===== src/rtl/iob_cpu_bus_arbiter.sv =====
// Round-robin arbiter sharing one IOb native slave port between N requesters.
// One outstanding transaction, registered slave request, watchdog-terminated hung accesses.
module iob_cpu_bus_arbiter #(
    parameter int unsigned N_MASTERS = 2,
    parameter int unsigned ADDR_W    = 32,
    parameter int unsigned DATA_W    = 32,
    parameter int unsigned TIMEOUT_W = 8
) (
    input  logic                            clk,
    input  logic                            rst,
    input  logic [N_MASTERS-1:0]            m_valid,
    input  logic [N_MASTERS*ADDR_W-1:0]     m_addr,
    input  logic [N_MASTERS*DATA_W-1:0]     m_wdata,
    input  logic [N_MASTERS*DATA_W/8-1:0]   m_wstrb,
    output logic [DATA_W-1:0]               m_rdata,
    output logic [N_MASTERS-1:0]            m_ready,
    output logic                            s_valid,
    output logic [ADDR_W-1:0]               s_addr,
    output logic [DATA_W-1:0]               s_wdata,
    output logic [DATA_W/8-1:0]             s_wstrb,
    input  logic [DATA_W-1:0]               s_rdata,
    input  logic                            s_ready,
    output logic [N_MASTERS-1:0]            grant,
    output logic                            busy,
    output logic                            timeout_err
);

    localparam int unsigned STRB_W = DATA_W / 8;
    localparam int unsigned PTR_W  = (N_MASTERS > 1) ? $clog2(N_MASTERS) : 1;

    typedef enum logic {
        IDLE = 1'b0,
        BUSY = 1'b1
    } state_t;

    state_t                 state_q, state_d;
    logic [PTR_W-1:0]       ptr_q, ptr_d;
    logic [PTR_W-1:0]       gidx_q, gidx_d;
    logic [TIMEOUT_W-1:0]   wd_q, wd_d;
    logic                   s_valid_q, s_valid_d;
    logic [ADDR_W-1:0]      s_addr_q, s_addr_d;
    logic [DATA_W-1:0]      s_wdata_q, s_wdata_d;
    logic [STRB_W-1:0]      s_wstrb_q, s_wstrb_d;
    logic [N_MASTERS-1:0]   grant_q, grant_d;

    logic                   found;
    logic [PTR_W-1:0]       sel;
    logic [PTR_W-1:0]       ptr_next;
    int unsigned            idx;

    // State and registered slave request
    always_ff @(posedge clk or posedge rst) begin
        if (rst) begin
            state_q   <= IDLE;
            ptr_q     <= '0;
            gidx_q    <= '0;
            wd_q      <= '0;
            s_valid_q <= 1'b0;
            s_addr_q  <= '0;
            s_wdata_q <= '0;
            s_wstrb_q <= '0;
            grant_q   <= '0;
        end else begin
            state_q   <= state_d;
            ptr_q     <= ptr_d;
            gidx_q    <= gidx_d;
            wd_q      <= wd_d;
            s_valid_q <= s_valid_d;
            s_addr_q  <= s_addr_d;
            s_wdata_q <= s_wdata_d;
            s_wstrb_q <= s_wstrb_d;
            grant_q   <= grant_d;
        end
    end

    // Next state, round-robin pick and completion responses
    always_comb begin
        state_d     = state_q;
        ptr_d       = ptr_q;
        gidx_d      = gidx_q;
        wd_d        = wd_q;
        s_valid_d   = s_valid_q;
        s_addr_d    = s_addr_q;
        s_wdata_d   = s_wdata_q;
        s_wstrb_d   = s_wstrb_q;
        grant_d     = grant_q;
        m_ready     = '0;
        m_rdata     = '0;
        timeout_err = 1'b0;
        found       = 1'b0;
        sel         = '0;
        idx         = 0;

        // First requester at or after the pointer, wrapping
        for (int k = 0; k < int'(N_MASTERS); k++) begin
            idx = (32'(ptr_q) + 32'(k)) % N_MASTERS;
            if (!found && m_valid[PTR_W'(idx)]) begin
                found = 1'b1;
                sel   = PTR_W'(idx);
            end
        end

        ptr_next = (32'(gidx_q) == N_MASTERS - 1) ? '0 : gidx_q + PTR_W'(1);

        case (state_q)
            IDLE: begin
                if (found) begin
                    state_d      = BUSY;
                    s_valid_d    = 1'b1;
                    s_addr_d     = m_addr[32'(sel)*ADDR_W +: ADDR_W];
                    s_wdata_d    = m_wdata[32'(sel)*DATA_W +: DATA_W];
                    s_wstrb_d    = m_wstrb[32'(sel)*STRB_W +: STRB_W];
                    grant_d      = '0;
                    grant_d[sel] = 1'b1;
                    gidx_d       = sel;
                    wd_d         = '0;
                end
            end
            BUSY: begin
                wd_d = wd_q + TIMEOUT_W'(1);
                // s_ready wins over a coincident watchdog expiry
                if (s_ready || (&wd_q)) begin
                    m_ready   = grant_q;
                    state_d   = IDLE;
                    s_valid_d = 1'b0;
                    grant_d   = '0;
                    ptr_d     = ptr_next;
                    wd_d      = '0;
                    if (s_ready) begin
                        m_rdata = s_rdata;
                    end else begin
                        timeout_err = 1'b1;
                    end
                end
            end
            default: state_d = IDLE;
        endcase
    end

    assign s_valid = s_valid_q;
    assign s_addr  = s_addr_q;
    assign s_wdata = s_wdata_q;
    assign s_wstrb = s_wstrb_q;
    assign grant   = grant_q;
    assign busy    = (state_q == BUSY);

endmodule


===== config.mk =====
export PLATFORM = sky130hd
export DESIGN_NAME = iob_cpu_bus_arbiter
export DESIGN_NICKNAME = d
export VERILOG_FILES = /design/src/rtl/iob_cpu_bus_arbiter.sv
export SDC_FILE = /design/constraint.sdc
export NUM_CORES = 1
export LEC_CHECK = 0
export CORE_MARGIN = 3
export CORE_UTILIZATION = 25
export DETAILED_ROUTE_END_ITERATION = 12
export GPL_ROUTABILITY_DRIVEN = 0
export PLACE_DENSITY = 0.62
export SLEW_MARGIN = 20
export SYNTH_ARGS = -nofsm -noshare
export SYNTH_HDL_FRONTEND = slang
export SYNTH_SLANG_ARGS = --single-unit

===== constraint.sdc =====
create_clock -name clk -period 4.4 [get_ports clk]
set_input_delay 1.1 -clock clk [delete_from_list [all_inputs] [get_ports clk]]
set_output_delay 1.1 -clock clk [all_outputs]
set_load 0.01 [all_outputs]

==> impl_metrics.prom <==
# TYPE chip_impl_metric gauge
chip_impl_metric{name="area.growth.synth_to_final",unit="%"} 89.4
chip_impl_metric{name="insertion_delay",unit="ps"} 330
chip_impl_info{name="worst_path_max_delay_cell",value="clkdlybuf4s50_1"} 1
chip_impl_info{name="type_of_the_most_critical_hold_path",value="flop to flop"} 1
chip_impl_metric{name="cell_count_after_synthesis",unit=""} 343
chip_impl_metric{name="fin_crit_sh",unit="%"} 88.7
chip_impl_metric{name="critical_path_required",unit="ps"} 3300
chip_impl_info{name="timing.critical_path.to_type",value="output pin"} 1
chip_impl_metric{name="vdd.ir_drop.worst",unit="mV"} 0.204
chip_impl_metric{name="yosysWarnings",unit=""} 0
chip_impl_metric{name="cts.sink_count",unit=""} 82
chip_impl_metric{name="coreArea",unit="mm2"} 0.0141
chip_impl_metric{name="cts-root-to-sink-buffers",unit=""} 2
chip_impl_info{name="cp_cell_sequence",value="clkdlybuf4s50_1 -> buf_4 -> nand2b_1 -> nor3_1 -> clkdlybuf4s50_1"} 1
chip_impl_metric{name="powerDensity",unit="mW/mm2"} 410
chip_impl_metric{name="finalHoldViolations",unit=""} 0
chip_impl_metric{name="synth_nets",unit=""} 517
chip_impl_info{name="worstSetupPathType",value="input pin to output pin"} 1
chip_impl_metric{name="place.port_buffers",unit=""} 279
chip_impl_metric{name="post_cts_hold_buffer_count",unit=""} 0
chip_impl_metric{name="fp.dieW",unit="um"} 127
chip_impl_metric{name="drcViolationCount",unit=""} 0
chip_impl_metric{name="tritoncts.num_buffers",unit=""} 9
chip_impl_info{name="post_synth_main_area_contributors",value="dfrtp_1, a222oi_1, inv_1, and3_1, clkbuf_1"} 1
chip_impl_metric{name="final_util",unit="%"} 49.3
chip_impl_metric{name="first_pass_grt_wire_length",unit="um"} 21500
chip_impl_metric{name="synth-seq-cells",unit=""} 82
chip_impl_metric{name="achievable-frequency",unit="MHz"} 256
chip_impl_info{name="cpMostUsedCell",value="clkdlybuf4s50_1"} 1
chip_impl_metric{name="maxSlewHeadroom",unit="%"} 45.0
chip_impl_info{name="tritoncts",value="yes"} 1
chip_impl_metric{name="nNetsFinal",unit=""} 785
chip_impl_metric{name="drt-total-wl",unit="um"} 14200
chip_impl_metric{name="cp_slowest_stage_delay",unit="ps"} 580
chip_impl_metric{name="timing.final.setup_violations",unit=""} 0
chip_impl_metric{name="vias_per_cell",unit=""} 4.99
chip_impl_metric{name="dr_total_vias",unit=""} 3965
chip_impl_metric{name="drt_pre_antenna_iters",unit=""} 8
chip_impl_info{name="grt_setup_unrepaired",value="no"} 1
chip_impl_info{name="timing.critical_path.from_type",value="input pin"} 1
chip_impl_metric{name="tightest_slew",unit="ps"} 825
chip_impl_info{name="post-synth-top-area-cell",value="dfrtp_1"} 1
chip_impl_metric{name="drt-wirelength-per-cell",unit="um"} 17.8
chip_impl_metric{name="placed_cells_incl_taps",unit=""} 780
chip_impl_metric{name="grt_util_all_layers",unit="%"} 16.7
chip_impl_metric{name="initial_antenna_violation_count",unit=""} 0
chip_impl_metric{name="drive_gt1_share",unit="%"} 4.55
chip_impl_info{name="outcome",value="complete, no violations"} 1
chip_impl_metric{name="critPathMaxFanout",unit=""} 16
chip_impl_metric{name="cap_viol_max_count",unit=""} 0
chip_impl_metric{name="clock-skew-final",unit="ps"} 11.6
chip_impl_metric{name="antenna-diode-count",unit=""} 0
chip_impl_metric{name="design.portCount",unit=""} 280
chip_impl_metric{name="synth_cell_types",unit=""} 27
chip_impl_info{name="cts_root_buffer",value="clkbuf_16"} 1
chip_impl_metric{name="starting_density_of_the_core",unit="%"} 26.0
chip_impl_metric{name="synth.avg_cell_area",unit="um2"} 10.7
chip_impl_metric{name="post_cts_buffers",unit=""} 0
chip_impl_metric{name="synthesis.area",unit="mm2"} 0.00368
chip_impl_metric{name="synth-seq-area-share",unit="%"} 55.7
chip_impl_metric{name="pin_count_of_the_biggest_net_entering_global_routing",unit=""} 62
chip_impl_metric{name="layout_min_cycle_time",unit="ps"} 3900
chip_impl_metric{name="grt_overflow_total",unit=""} 0
chip_impl_metric{name="synthDominantCellAreaShare",unit="%"} 55.7
chip_impl_metric{name="cts-htree-levels",unit=""} 3
chip_impl_metric{name="resized_gates_after_cts",unit=""} 0
chip_impl_metric{name="report.final.slew_viol_count",unit=""} 0
chip_impl_metric{name="finalNonFillerCells",unit=""} 795
chip_impl_metric{name="chipHeight",unit="um"} 127
chip_impl_metric{name="ant_nets",unit=""} 0
chip_impl_metric{name="critPathArrivalTime",unit="ps"} 2800
chip_impl_metric{name="floorplan.rows",unit=""} 43
chip_impl_metric{name="drt_iter0_markers",unit=""} 488
chip_impl_metric{name="number_of_global_route_vias_before_repair",unit=""} 4001
chip_impl_metric{name="design.die.area",unit="mm2"} 0.0162
chip_impl_metric{name="clkSlewWorstSetupHoldPaths",unit="ps"} 60
chip_impl_metric{name="dp_hpwl",unit="um"} 10600
chip_impl_metric{name="timing.setup.tns",unit="ps"} 0
chip_impl_metric{name="power.static_leakage",unit="nW"} 3.24
-- layer usage --
metal	GRT usage, %	vias up	part of all wire, %
met1	18.8	1905	35
met5	0	-	0
met2	29.8	224	52
met4	5.24	0	1.2
met3	5.43	11	11
li1	-	1825	-
-- layout make-up --
type	count	area, um2
flip-flops and latches	82	2050
well taps	180	225
clock buffers	10	229
fillers	1308	7170
clock inverters	5	104
inverters	74	280
repair buffers	288	2870
multi-input cells	156	1220
-- stage by stage --
stage | worst slack [ps] | instance area [um2] | hold slack, ps | total power [W]
6_report | 499 | 6980 | 451 | 0.00286
5_1_grt | 409 | 6980 | 480 | 0.00302
4_1_cts | 501 | 6980 | 450 | 0.00291
3_5_place_dp | 504 | 6650 | 441 | 0.00204
3_3_place_gp | 514 | 6650 | 439 | 0.00203
2_1_floorplan | 1190 | 3680 | 418 | 0.00141
-- worst max-delay path, delay by kind of cell --
family | cells | cell delay [ps]
AND/OR/NAND/NOR | 2 | 490
buffers and inverters | 3 | 1210
-- state kept, by name, indices dropped and copies added (netlist names) --
register  flops
gidx_q        1
s_wstrb       4
wd_q          8
s_valid       1
grant         2
s_wdata      32
s_addr       32
busy          1
ptr_q         1
-- cell families after synthesis --
kind of cell             Yosys count  synth area share, %
buffers and inverters            105                 11.8
flip-flops                        82                 55.7
AND/OR/NAND/NOR                   61                 9.34
AO/OA/AOI/OAI                     94                 22.8
adder cells (fa/ha/maj)            1                0.340
-- placed cells by master, fill, tap and decap left out, drive strengths merged, types with 3 or more instances in the layout --
| cell | instances |
|---|---|
| nand2 | 8 |
| clkdlybuf4s50 | 279 |
| clkbuf | 10 |
| nand4 | 3 |
| nand3 | 3 |
| a21o | 6 |
| buf | 9 |
| and3 | 32 |
| nor3 | 4 |
| nor2 | 4 |
| bufinv | 3 |
| dfrtp | 82 |
| inv | 74 |
| o21ai | 14 |
| a222oi | 68 |
-- report_power, final --
part           internal [W]  leakage, nW  switching [W]
registers          0.000928         1.02       0.000115
clock network      0.000551        0.163       0.000287
logic              0.000597         2.05       0.000386
-- synthesized netlist by cell type, drive strengths merged --
| library cell | number |
|---|---|
| a211oi | 1 |
| a21o | 6 |
| a21oi | 2 |
| a222oi | 68 |
| a31oi | 2 |
| and2 | 2 |
| and2b | 1 |
| and3 | 32 |
| buf | 11 |
| clkbuf | 20 |
| dfrtp | 82 |
| ha | 1 |
| inv | 74 |
| nand2 | 8 |
| nand2b | 1 |
| nand3 | 3 |
| nand4 | 3 |
| nor2 | 4 |
| nor3 | 4 |
| nor4 | 2 |
| o211a | 1 |
| o21ai | 14 |
| or3 | 1 |
-- worst paths after layout --
path | slack (ps) | from | cells after the start | end
worst max-delay path | 500 | s_ready | 5 | timeout_err
worst min-delay path | 450 | gidx_q | 1 | ptr_q
worst max register to register | 2090 | busy | 6 | s_addr[7]
worst min register to register | 450 | gidx_q | 1 | ptr_q
max in group asynchronous | 2330 | rst | 3 | s_wdata[6]
min in group asynchronous | 1260 | rst | 2 | s_wdata[27]
Power figures use the tool's default switching activity.
